## src/rtl/aes_spi_responder.sv

```systemverilog
// Serial AES front end: shifts in a 128-bit block plus key, launches the core, shifts the result back out.
// Latency: result leaves PAD cycles after core_start. No backpressure: cs_n frames the stream and a late core yields zeros.
module aes_spi_responder #(
    parameter int NK  = 4,
    parameter int PAD = 4
) (
    input  logic             clk,
    input  logic             rst,
    input  logic             cs_n,
    input  logic             sdi,
    output logic             sdo,
    output logic             core_start,
    output logic [127:0]     core_data,
    output logic [NK*32-1:0] core_key,
    input  logic             core_done,
    input  logic [127:0]     core_result,
    output logic             busy,
    output logic             frame_done,
    output logic             late_err,
    output logic             abort_err
);
    localparam int KW = NK * 32;
    localparam int RW = 128 + KW;
    localparam logic [8:0] RX_BITS  = 9'(RW);
    localparam logic [7:0] WAIT_END = 8'(PAD - 1);

    typedef enum logic [2:0] {IDLE, RX_DATA, RX_KEY, WAIT, TX} state_t;

    state_t          state, state_nxt;
    logic [8:0]      bit_cnt;
    logic [7:0]      wait_cnt;
    logic [RW-1:0]   rx_sr;
    logic [127:0]    tx_sr;
    logic [127:0]    tx_word;
    logic            captured;

    logic rx_last_data, rx_full, wait_end, tx_end, abort;

    assign rx_last_data = (bit_cnt == 9'd127);
    assign rx_full      = (bit_cnt == RX_BITS);
    assign wait_end     = (wait_cnt == WAIT_END);
    assign tx_end       = (bit_cnt == 9'd128);
    // Dropping cs_n on the very edge that finishes the frame is a normal completion.
    assign abort        = cs_n && (state != IDLE) && !((state == TX) && tx_end);

    always_ff @(posedge clk or posedge rst) begin
        if (rst) state <= IDLE;
        else     state <= state_nxt;
    end

    always_comb begin
        state_nxt = state;
        case (state)
            IDLE:    if (!cs_n)        state_nxt = RX_DATA;
            RX_DATA: if (rx_last_data) state_nxt = RX_KEY;
            RX_KEY:  if (rx_full)      state_nxt = WAIT;
            WAIT:    if (wait_end)     state_nxt = TX;
            TX:      if (tx_end)       state_nxt = IDLE;
            default:                   state_nxt = IDLE;
        endcase
        if (abort) state_nxt = IDLE;
    end

    // tx_word folds in a strobe arriving in the final WAIT cycle so it still makes the first bit.
    always_comb begin
        busy    = (state != IDLE);
        tx_word = captured ? tx_sr : (core_done ? core_result : 128'd0);
    end

    always_ff @(posedge clk or posedge rst) begin
        if (rst) begin
            sdo        <= 1'b0;
            core_start <= 1'b0;
            core_data  <= '0;
            core_key   <= '0;
            frame_done <= 1'b0;
            late_err   <= 1'b0;
            abort_err  <= 1'b0;
            bit_cnt    <= '0;
            wait_cnt   <= '0;
            rx_sr      <= '0;
            tx_sr      <= '0;
            captured   <= 1'b0;
        end else begin
            core_start <= 1'b0;
            frame_done <= 1'b0;
            if (abort) begin
                abort_err <= 1'b1;
                bit_cnt   <= '0;
                wait_cnt  <= '0;
                captured  <= 1'b0;
                sdo       <= 1'b0;
            end else begin
                case (state)
                    IDLE: if (!cs_n) begin
                        rx_sr   <= {rx_sr[RW-2:0], sdi};
                        bit_cnt <= 9'd1;
                    end
                    RX_DATA, RX_KEY: begin
                        if (rx_full) begin
                            core_data  <= rx_sr[RW-1:KW];
                            core_key   <= rx_sr[KW-1:0];
                            core_start <= 1'b1;
                            bit_cnt    <= '0;
                            wait_cnt   <= '0;
                            captured   <= 1'b0;
                        end else begin
                            rx_sr   <= {rx_sr[RW-2:0], sdi};
                            bit_cnt <= bit_cnt + 9'd1;
                        end
                    end
                    WAIT: begin
                        if (core_done && !captured) begin
                            tx_sr    <= core_result;
                            captured <= 1'b1;
                        end
                        if (wait_end) begin
                            sdo     <= tx_word[127];
                            tx_sr   <= {tx_word[126:0], 1'b0};
                            bit_cnt <= 9'd1;
                            if (!captured && !core_done) late_err <= 1'b1;
                        end else begin
                            wait_cnt <= wait_cnt + 8'd1;
                        end
                    end
                    TX: begin
                        if (tx_end) begin
                            frame_done <= 1'b1;
                            sdo        <= 1'b0;
                            bit_cnt    <= '0;
                        end else begin
                            sdo     <= tx_sr[127];
                            tx_sr   <= {tx_sr[126:0], 1'b0};
                            bit_cnt <= bit_cnt + 9'd1;
                        end
                    end
                    default: ;
                endcase
            end
        end
    end
endmodule

```

## config.mk

```make
export PLATFORM = sky130hd
export DESIGN_NAME = aes_spi_responder
export DESIGN_NICKNAME = d
export VERILOG_FILES = /design/src/rtl/aes_spi_responder.sv
export SDC_FILE = /design/constraint.sdc
export NUM_CORES = 2
export LEC_CHECK = 0
export ABC_CLOCK_PERIOD_IN_PS = 39400
export BUFFER_PORTS_ARGS = -buffer_cell sky130_fd_sc_hd__buf_2
export CORE_ASPECT_RATIO = 0.6
export CORE_MARGIN = 3
export CORE_UTILIZATION = 35
export DETAILED_ROUTE_END_ITERATION = 6
export SYNTH_ARGS = -nofsm -noshare
export SYNTH_HDL_FRONTEND = slang
export SYNTH_SLANG_ARGS = --single-unit
```

## constraint.sdc

```tcl
create_clock -name clk -period 39.4 [get_ports clk]
set_input_delay 1.97 -clock clk [delete_from_list [all_inputs] [get_ports clk]]
set_output_delay 1.97 -clock clk [all_outputs]
set_load 0.1 [all_outputs]
```

==> metrics.md <==
| Metric | Value |
|---|---|
| Mean post-synth cell area | `14.88 um2` |
| Final wirelength | `67.63 mm` |
| Number of hold buffers added after cts | `0` |
| Number of CTS-inserted buffers | `67` |
| Async SR Flop Fraction | `100.0%` |
| Synth Register Bits | `666` |
| Placed insts | `3398` |
| Max Cap Viol | `0` |
| Post-detailed-route DRC marker count | `0` |
| Reg clk slew, reported paths | `0.06 ns` |
| Layout cell share with drive strength beyond 1 | `49.81%` |
| Seq/Total Area, Yosys | `55.71%` |
| Ranking of synthesized cells by area | `dfrtp_1 (56%), mux2_2 (15%), mux2_4 (12%)` |
| Most used DFF post-synth | `dfrtp_1` |
| Worst slew pin tran | `~1.1 ns` |
| Cell Rows | `82` |
| Via count | `between 15k and 20k` |
| Setup Fix Bufs, Post-CTS | `0` |
| Initial antenna violation count | `7` |
| Critical path data required time | `39.92 ns` |
| GR Overflow Total | `0` |
| FMAX | `182.9 MHz` |
| Die width | `383.4 um` |
| Crit share post-route | `13.88%` |
| Number of global-route vias before repair | `18.38k` |
| Endpoints failing hold | `0` |
| Worst Path Max Fanout | `61` |
| Clock Sink Count | `666` |
| CTS tree | `done` |
| WL/cell | `19.17 um` |
| Clock Latency Late Sink | `approximately 0.64 ns` |
| Largest net degree at the start of global routing | `between 150 and 200` |
| Maximum clock path buffer count | `3` |
| HP Class | `register to register` |
| Setup crit end kind | `register` |
| Crit path DAT | `roughly 6 ns` |
| Cells after Synth | `~2.0k` |
| Post-CTS Resized | `0` |
| Startpoint Class | `primary input` |
| Area fraction of the dominant cell type after synthesis | `55.71%` |
| Post-DRT Antenna Nets | `0` |
| Syn_nets | `2146` |
| CP max stage delay | `between 0.9 and 1 ns` |
| RSZ-0062 raised after global routing | `false` |
| Die area | `approximately 90000 um2` |
| Rel. slew slack | `23.97%` |
| Core Footprint | `84130 um2` |
| PwrDens | `43.33 nW/um2` |
| Post-synth EDFFs | `0` |
| DR iter-0 viols | `1080` |
| Most common cell on crit path | `buf_4` |
| Via/cell ratio | `5.047` |
| Clock root buffer master | `clkbuf_16` |
| Final nets | `between 2k and 2.5k` |
| Initial Util | `a little over a third` |
| Gr usage total | `14.99%` |
| CP Class | `primary input to register` |
| # setup viols final | `0` |
| Port bufs | `394` |
| Setup tns final | `0 ns` |
| LEAKAGE | `17.54 nW` |
| Area Growth Syn to Fin | `16.20%` |
| Final Wtd Congestion | `0.8160` |
| Clock skew | `0.02292 ns` |
| Synth Cell Area | `29910 um2` |
| DRT Pass-1 Iters | `5` |
| Yosys warning count | `0` |
| Post-Layout Cell Count | `3528` |
| Die Y | `roughly 230 um` |
| Crit path max-delay cell type | `buf_4` |
| Maximum vdd ir drop | `0.03732 mV` |
| CP Cell Sequence | `buf_2, or3_4, buf_4, buf_4, buf_4, mux2_2` |
| Fin. max-slew vios | `0` |
| First-pass GRT wire length | `about 110 mm` |
| Io pins | `395` |
| Fin crit period | `5.468 ns` |
| H-tree levels | `3` |
| HPWL after DPL | `43.68 mm` |
| Synth cell types | `between 50 and 60` |
| Status | `finished clean` |
| Dominant cell type by area after synthesis | `dfrtp_1` |
[layer usage]
layer	vias up	GRT usage, %	routed length (um)
met4	0	5.584	1828
met2	340	22.40	30710
met3	111	3.388	3081
met5	-	0	0
met1	9222	21.26	32010
li1	8134	-	-
[final cells by class]
type / count / area, um2
fillers: 7822 / 49370
flip-flops and latches: 666 / 16670
multi-input cells: 1173 / 12020
repair buffers: 418 / 2177
clock buffers: 91 / 1919
well taps: 1134 / 1419
clock inverters: 32 / 513.0
inverters: 7 / 33.78
diodes: 7 / 17.52
[sequential cells by signal, indices dropped and copies added, names as in the netlist]
register and cells:
rx_sr 256, abort_err 1, captured 1, tx_sr 128, core_start 1, state 3, wait_cnt 8, core_data 128
sdo 1, late_err 1, core_key 128, frame_done 1, bit_cnt 9
[cell usage after synthesis, drive strengths merged (5+ instances only)]
library cell	count
a21boi	127
nor3	6
o2bb2ai	127
nand3	16
nand2	24
nand4	130
a21o	5
o21ai	11
clkbuf	56
mux2	641
nor2	8
or3	7
dfrtp	666
inv	7
and3	5
buf	108
o211ai	5
a31oi	5
[layout by cell type, fill, tap and decap left out, drive strengths merged, types with 4 or more instances in the layout]
master,netlist,final
buf,108,418
or3,7,7
clkinvlp,0,6
mux2,641,641
nor3b,4,4
a31oi,5,5
nor2,8,8
a21boi,127,127
o211ai,5,5
clkinv,0,11
o21ai,11,11
bufinv,0,12
nor3,6,6
and3,5,5
inv,7,10
a21oi,4,4
nand4,130,130
nor2b,4,4
dfrtp,666,666
nand3,16,16
a21o,5,5
nand2,24,24
and2,4,4
diode,0,7
clkbuf,56,91
o2bb2ai,127,127
[worst paths after layout]
kind                                from             to  slack (ns)  cells after the start
max                                 cs_n      rx_sr[90]       33.93                      6
min                        core_key[106]  core_key[106]        0.50                      1
max reg2reg                   bit_cnt[0]      rx_sr[90]       34.05                     10
min reg2reg                core_key[106]  core_key[106]        0.50                      1
max in group asynchronous            rst      tx_sr[97]       34.56                      5
min in group asynchronous            rst    core_key[0]        1.58                      2
[cell families after synthesis]
| family | synth area share, % |
|---|---|
| buf+inv | 4.337 |
| fa+ha+maj | 0.1255 |
| flops | 55.71 |
| simple gates | 4.425 |
| xor+xnor | 0.08785 |
| mux | 27.24 |
| compound gates | 8.072 |
[stage by stage]
step | hold slack, ns | setup slack [ns] | instance area [um2] | utilization (%) | power [mW]
floorplan | 0.4646 | 18.76 | 29910 | - | 0.7955
global placement | 0.4846 | 33.33 | 32310 | 38.41 | 0.8133
detailed placement | 0.4905 | 33.22 | 32310 | 38.41 | 0.8173
CTS | 0.5035 | 33.94 | 34740 | 41.30 | 1.532
global route | 0.5084 | 33.60 | 34760 | 41.32 | 1.569
finish | 0.4994 | 33.93 | 34760 | 41.32 | 1.506
[power by group]
| group | switching (mW) | internal [mW] | leakage [nW] | total (mW) |
|---|---|---|---|---|
| Clock | 0.279 | 0.424 | 1.18 | 0.703 |
| Combinational | 0.0405 | 0.0402 | 7.16 | 0.0807 |
| Sequential | 0.0172 | 0.706 | 9.20 | 0.723 |
| Total | 0.337 | 1.17 | 17.5 | 1.51 |
[critical path, delay by kind of cell]
kind | cells | cell delay, ns
AND/OR/NAND/NOR | 1 | 0.49
multiplexers | 1 | 0.42
buffers and inverters | 4 | 2.96
No activity file was read; power rests on OpenSTA's default activity.
